### config.mk
export PLATFORM = sky130hd
export DESIGN_NAME = cmplx_acc
export DESIGN_NICKNAME = d
export VERILOG_FILES = /design/src/rtl/cmplx_acc_pkg.sv /design/src/rtl/cmplx_acc_sat_add.sv /design/src/rtl/cmplx_acc.sv
export SDC_FILE = /design/constraint.sdc
export NUM_CORES = 1
export LEC_CHECK = 0
export CAP_MARGIN = 20
export CORE_UTILIZATION = 48
export DETAILED_ROUTE_END_ITERATION = 10
export PLACE_DENSITY = 0.89
export RECOVER_POWER = 50
export SYNTH_ARGS = -nofsm -noshare
export SYNTH_HDL_FRONTEND = slang
export SYNTH_SLANG_ARGS = --single-unit
### constraint.sdc
create_clock -name clk -period 3.83 [get_ports clk]
set_clock_uncertainty 0.1 [all_clocks]
set_input_delay 0.766 -clock clk [delete_from_list [all_inputs] [get_ports clk]]
set_output_delay 0.766 -clock clk [all_outputs]
set_load 0.05 [all_outputs]
### src/rtl/cmplx_acc_pkg.sv
// Shared constants and types for the complex multiply/accumulate datapath.
// Word sizes here track the upstream complex multiplier's result format.
package cmplx_acc_pkg;

  // Word-size constants shared with the complex multiplier
  localparam int MULT_OPERAND_WIDTH = 4;
  localparam int MULT_RESULT_WIDTH  = 2 * MULT_OPERAND_WIDTH;

  // Accumulator defaults
  localparam int WORD_WIDTH_DEF = MULT_RESULT_WIDTH;
  localparam int ACC_WIDTH_DEF  = 16;
  localparam int LEN_DEF        = 4;

  typedef enum logic {
    ACCUM = 1'b0,
    HOLD  = 1'b1
  } acc_state_t;

  // Counter must be able to hold the value LEN itself.
  function automatic int cnt_width(input int len);
    return (len < 1) ? 1 : $clog2(len + 1);
  endfunction

endpackage

### src/rtl/cmplx_acc_sat_add.sv
// Combinational saturating add: signed accumulator plus sign-extended word.
// Flags when the result had to be clamped to the representable range.
module sat_add #(
  parameter int ACC_WIDTH  = 16,
  parameter int WORD_WIDTH = 8
) (
  input  logic [ACC_WIDTH-1:0]  acc,
  input  logic [WORD_WIDTH-1:0] addend,
  output logic [ACC_WIDTH-1:0]  sum,
  output logic                  sat
);

  localparam int EXT = ACC_WIDTH + 1 - WORD_WIDTH;

  localparam logic [ACC_WIDTH-1:0] MAX_VAL = {1'b0, {(ACC_WIDTH-1){1'b1}}};
  localparam logic [ACC_WIDTH-1:0] MIN_VAL = {1'b1, {(ACC_WIDTH-1){1'b0}}};

  logic [ACC_WIDTH:0] wide;

  always_comb begin
    wide = {acc[ACC_WIDTH-1], acc} + {{EXT{addend[WORD_WIDTH-1]}}, addend};
    // One guard bit is enough: the two top bits disagree only on overflow,
    // and the guard bit then gives the true sign of the result.
    sat = wide[ACC_WIDTH] ^ wide[ACC_WIDTH-1];
    if (sat) begin
      sum = wide[ACC_WIDTH] ? MIN_VAL : MAX_VAL;
    end else begin
      sum = wide[ACC_WIDTH-1:0];
    end
  end

endmodule

### src/rtl/cmplx_acc.sv
// Frame accumulator for complex products: sums LEN samples with saturation,
// then holds the result behind a valid/ready handshake until taken.
module cmplx_acc
  import cmplx_acc_pkg::*;
#(
  parameter int WORD_WIDTH = WORD_WIDTH_DEF,
  parameter int ACC_WIDTH  = ACC_WIDTH_DEF,
  parameter int LEN        = LEN_DEF
) (
  input  logic                          clk,
  input  logic                          rst,
  input  logic                          in_valid,
  output logic                          in_ready,
  input  logic [WORD_WIDTH-1:0]         in_re,
  input  logic [WORD_WIDTH-1:0]         in_im,
  output logic                          out_valid,
  input  logic                          out_ready,
  output logic [ACC_WIDTH-1:0]          out_re,
  output logic [ACC_WIDTH-1:0]          out_im,
  output logic                          out_ovf,
  output logic [cnt_width(LEN)-1:0]     count
);

  localparam int CW = cnt_width(LEN);
  localparam logic [CW-1:0] LAST_IDX = CW'(LEN - 1);
  localparam logic [CW-1:0] FULL_CNT = CW'(LEN);

  acc_state_t           state_q, state_d;
  logic                 in_ready_q, in_ready_d;
  logic                 out_valid_q, out_valid_d;
  logic                 ovf_q, ovf_d;
  logic [CW-1:0]        count_q, count_d;
  logic [ACC_WIDTH-1:0] acc_q [2];
  logic [ACC_WIDTH-1:0] acc_d [2];

  logic [WORD_WIDTH-1:0] in_word [2];
  logic [ACC_WIDTH-1:0]  sum_w   [2];
  logic                  sat_w   [2];
  logic                  accept;

  assign in_word[0] = in_re;
  assign in_word[1] = in_im;

  // Lane 0 is the real part, lane 1 the imaginary part.
  generate
    for (genvar gi = 0; gi < 2; gi++) begin : g_lane
      sat_add #(
        .ACC_WIDTH (ACC_WIDTH),
        .WORD_WIDTH(WORD_WIDTH)
      ) u_sat_add (
        .acc   (acc_q[gi]),
        .addend(in_word[gi]),
        .sum   (sum_w[gi]),
        .sat   (sat_w[gi])
      );
    end
  endgenerate

  // in_ready_q is high exactly in ACCUM, so it doubles as the accept gate.
  assign accept = in_valid && in_ready_q;

  always_comb begin
    state_d     = state_q;
    in_ready_d  = in_ready_q;
    out_valid_d = out_valid_q;
    ovf_d       = ovf_q;
    count_d     = count_q;
    for (int i = 0; i < 2; i++) begin
      acc_d[i] = acc_q[i];
    end

    case (state_q)
      ACCUM: begin
        if (accept) begin
          for (int i = 0; i < 2; i++) begin
            acc_d[i] = sum_w[i];
          end
          ovf_d = ovf_q | sat_w[0] | sat_w[1];
          if (count_q == LAST_IDX) begin
            count_d     = FULL_CNT;
            state_d     = HOLD;
            in_ready_d  = 1'b0;
            out_valid_d = 1'b1;
          end else begin
            count_d = count_q + 1'b1;
          end
        end
      end
      HOLD: begin
        if (out_ready) begin
          for (int i = 0; i < 2; i++) begin
            acc_d[i] = '0;
          end
          ovf_d       = 1'b0;
          count_d     = '0;
          state_d     = ACCUM;
          in_ready_d  = 1'b1;
          out_valid_d = 1'b0;
        end
      end
      default: begin
        state_d     = ACCUM;
        in_ready_d  = 1'b1;
        out_valid_d = 1'b0;
      end
    endcase
  end

  always_ff @(posedge clk) begin
    if (rst) begin
      state_q     <= ACCUM;
      in_ready_q  <= 1'b1;
      out_valid_q <= 1'b0;
      ovf_q       <= 1'b0;
      count_q     <= '0;
      for (int i = 0; i < 2; i++) begin
        acc_q[i] <= '0;
      end
    end else begin
      state_q     <= state_d;
      in_ready_q  <= in_ready_d;
      out_valid_q <= out_valid_d;
      ovf_q       <= ovf_d;
      count_q     <= count_d;
      for (int i = 0; i < 2; i++) begin
        acc_q[i] <= acc_d[i];
      end
    end
  end

  assign in_ready  = in_ready_q;
  assign out_valid = out_valid_q;
  assign out_re    = acc_q[0];
  assign out_im    = acc_q[1];
  assign out_ovf   = ovf_q;
  assign count     = count_q;

endmodule

==> results_dict.tcl <==
set metrics [dict create \
    r2r_start "acc_q[0][24]$_SDFFE_PP0P_" \
    antenna_cells 0 \
    grt_pass1_vias 3122 \
    synthesis.instances 375 \
    r2r-end "acc_q[0][27]$_SDFFE_PP0P_" \
    r2r_setup_slack_ns 0.36 \
    ys_ff_latch 39 \
    yosysSeqAreaShare 0.2497 \
    dr.first_iter.drc_count 157 \
    syn_nets 433 \
    syn_area_um2 3127 \
    cts_tree "built" \
    startpoint_type "primary input" \
    layout-drive-gt1-share 0.1992 \
    nFillCells 502 \
    nets 539 \
    netlist.area_leader.share 0.2497 \
    setup_viol 0 \
    yosysMostFrequentCell "dfxtp_1" \
    rows 29 \
    yosysTopAreaCell "dfxtp_1" \
    seqCellArea_um2 780.7 \
    final_max_slew_viol_count 0 \
    ys_types 60 \
    max_freq_mhz 263.8 \
    p_total_mw 4.037 \
    cts_buffer_depth 2 \
    final_cell_area_um2 4383 \
    crit_start "in_im[3]" \
    avgSynthCellArea_um2 8.338 \
    grt_pass1_wl_um 14170 \
    multiInputGateArea_um2 2359 \
    relSlewSlack 0.5159 \
    period_share 0.9899 \
    final.setup.tns_ns 0 \
    synth-edff-count 0 \
    clk_pin_slew_ns 0.07 \
    grt_use_total 0.2703 \
    worstSetupPathType "in2reg" \
    cts.sinks 39 \
    overflow 0 \
    rr_worst_depth 14 \
    post_drt_wl_per_cell_um 16.04 \
    cts_max_level 2 \
    synth_area_leaders "dfxtp_1, ha_1, nor2_1" \
    end_kind "flop" \
    final_hold_viol_count 0 \
    postLayoutCoreUtil 0.6942 \
    placedInstanceArea_um2 4133 \
    die_h_um 82.71 \
    drtAntennaViolNets 0 \
    path_max_fanout 4 \
    status "complete, no violations" \
    start_util 0.4952 \
    grt_max_degree 27 \
    design.core.area_um2 6314 \
    port_buffers 57 \
    peakVddDrop_mv 0.5631 \
    hp-class "reg2reg" \
    powerDensity_nw_per_um2 921.0 \
    ys_warn_count 0 \
    gp_congestion 0.9026 \
    synthArstFlopShare 0 \
    dieArea_um2 6841 \
    drt-pass1-iter-count 4 \
    min_period_ns 3.791 \
    numCtsBuffers 5 \
    dp.final_hpwl_um 6456 \
    cp.arrival_ns 3.85 \
    cts_root_buf "clkbuf_8" \
    power.leakage_nw 2.038 \
    worstPathRequired_ns 3.89 \
    drv_cap 0 \
    viasPerCell 5.946 \
    wirelength_um 8965 \
    ys.flop_type "dfxtp_1" \
    ioPinCount 58 \
    crit_end "acc_q[0][27]$_SDFFE_PP0P_" \
    antenna_found_initial 0 \
    die_x_um 82.71 \
    synth_common_cells "dfxtp_1, nor2_1, ha_1, nand2_1, a21oi_1" \
    worstMarginPinSlew_ns 0.7222 \
    vias 3324 \
    drc 0 \
    insertion_delay_ns 0.30 \
    syn2layout_area_growth_pct 40.18 \
]
-- timing repair --
action                     CTS  global route
pin swaps                    4            12
hold buffers                 0             0
setup buffers                1             2
resized for setup           16            13
setup endpoints to repair   16            15
gates cloned                 1             0
-- sequential cells by signal, summed over array words and instances (netlist names) --
name and cells:
acc_q 32, out_valid 1, in_ready 1, count 3, state_q 1, out_ovf 1
-- layout make-up --
class / count / area share
tap: 77 / 0.02198
clock buffer: 6 / 0.01884
multi-input combinational: 313 / 0.5381
timing repair buffer: 111 / 0.2255
clock inverter: 2 / 0.007993
inverter: 11 / 0.009421
sequential: 39 / 0.1781
-- per-stage QoR --
step                worst slack (ns)  cells  hold WS (ns)
global placement             -0.5518    547        0.3501
global route                -0.02090    559        0.3919
detailed placement           -0.7829    547        0.3640
CTS                         0.007239    557        0.3796
floorplan                   0.002127    375        0.5150
finish                       0.03880    559        0.3729
-- metal layers --
metal  up-vias  global-route usage  share of wire
li1       1626                   -              -
met1      1555              0.3039           0.42
met2       123              0.4885           0.50
met3        20             0.06593          0.060
met4         0              0.1000          0.021
met5         -                   0              0
-- cell families (layout without fill, tap and decap cells) --
group                    count (synthesis)  after routing  share of synthesized area
XOR/XNOR                                22             22                    0.06163
multiplexers                             3              3                    0.01000
adder cells (fa/ha/maj)                 44             44                     0.1785
AO/OA/AOI/OAI                          122            122                     0.2789
buffers and inverters                   24            130                    0.03401
AND/OR/NAND/NOR                        121            122                     0.1873
flip-flops                              39             39                     0.2497
-- where the power goes --
part | internal (mW) | total, mW | switching [mW] | leakage, nW
Sequential | 0.554 | 0.693 | 0.139 | 0.321
Clock | 0.211 | 0.358 | 0.147 | 0.0612
Combinational | 1.31 | 2.99 | 1.68 | 1.66
-- worst min path at each step --
stage | depth (start not counted) | to | slack (ns) | start
global route | 2 | acc_q[0][11]$_SDFFE_PP0P_ | 0.39 | acc_q[0][11]$_SDFFE_PP0P_
floorplan | 3 | state_q$_SDFF_PP0_ | 0.52 | state_q$_SDFF_PP0_
global placement | 2 | out_valid$_SDFFE_PP0P_ | 0.35 | out_valid$_SDFFE_PP0P_
CTS | 2 | acc_q[0][11]$_SDFFE_PP0P_ | 0.38 | acc_q[0][11]$_SDFFE_PP0P_
detailed placement | 2 | out_valid$_SDFFE_PP0P_ | 0.36 | out_valid$_SDFFE_PP0P_
finish | 2 | out_valid$_SDFFE_PP0P_ | 0.37 | out_valid$_SDFFE_PP0P_
-- worst max-delay path, stage by stage --
cell	delay, ns
clkdlybuf4s50_1	0.40
ha_2	0.19
a21o_1	0.15
a21o_1	0.17
a32o_1	0.21
a21oi_2	0.14
a211o_1	0.19
mux2_4	0.31
a2111o_1	0.40
ha_4	0.28
buf_6	0.12
nand3_1	0.06
o31a_1	0.18
a21boi_2	0.18
o32ai_1	0.08
-- cells in the final DEF, fill, tap and decap left out, types with 3 or more instances in the layout --
cell / netlist / routed
buf_4: 0 / 52
dfxtp_1: 39 / 39
nor2_1: 38 / 35
dlygate4sd3_1: 0 / 34
nand2_1: 32 / 32
ha_1: 36 / 31
a21oi_1: 26 / 23
clkdlybuf4s50_1: 0 / 20
a21o_1: 17 / 17
o21ai_0: 19 / 17
xnor2_1: 14 / 14
nand3_1: 11 / 11
inv_1: 10 / 10
nor3_1: 10 / 10
a221o_1: 9 / 9
xor2_1: 8 / 8
maj3_2: 6 / 6
o21ai_1: 5 / 6
clkbuf_8: 0 / 6
and3_1: 6 / 5
a31oi_1: 5 / 5
a2111oi_0: 4 / 4
o21bai_1: 4 / 4
ha_4: 0 / 4
a21oi_2: 0 / 3
nor2_2: 0 / 3
nand4_1: 3 / 3
and3b_1: 3 / 3
nand3b_1: 3 / 3
o21a_1: 3 / 3
Power figures use the tool's default switching activity.
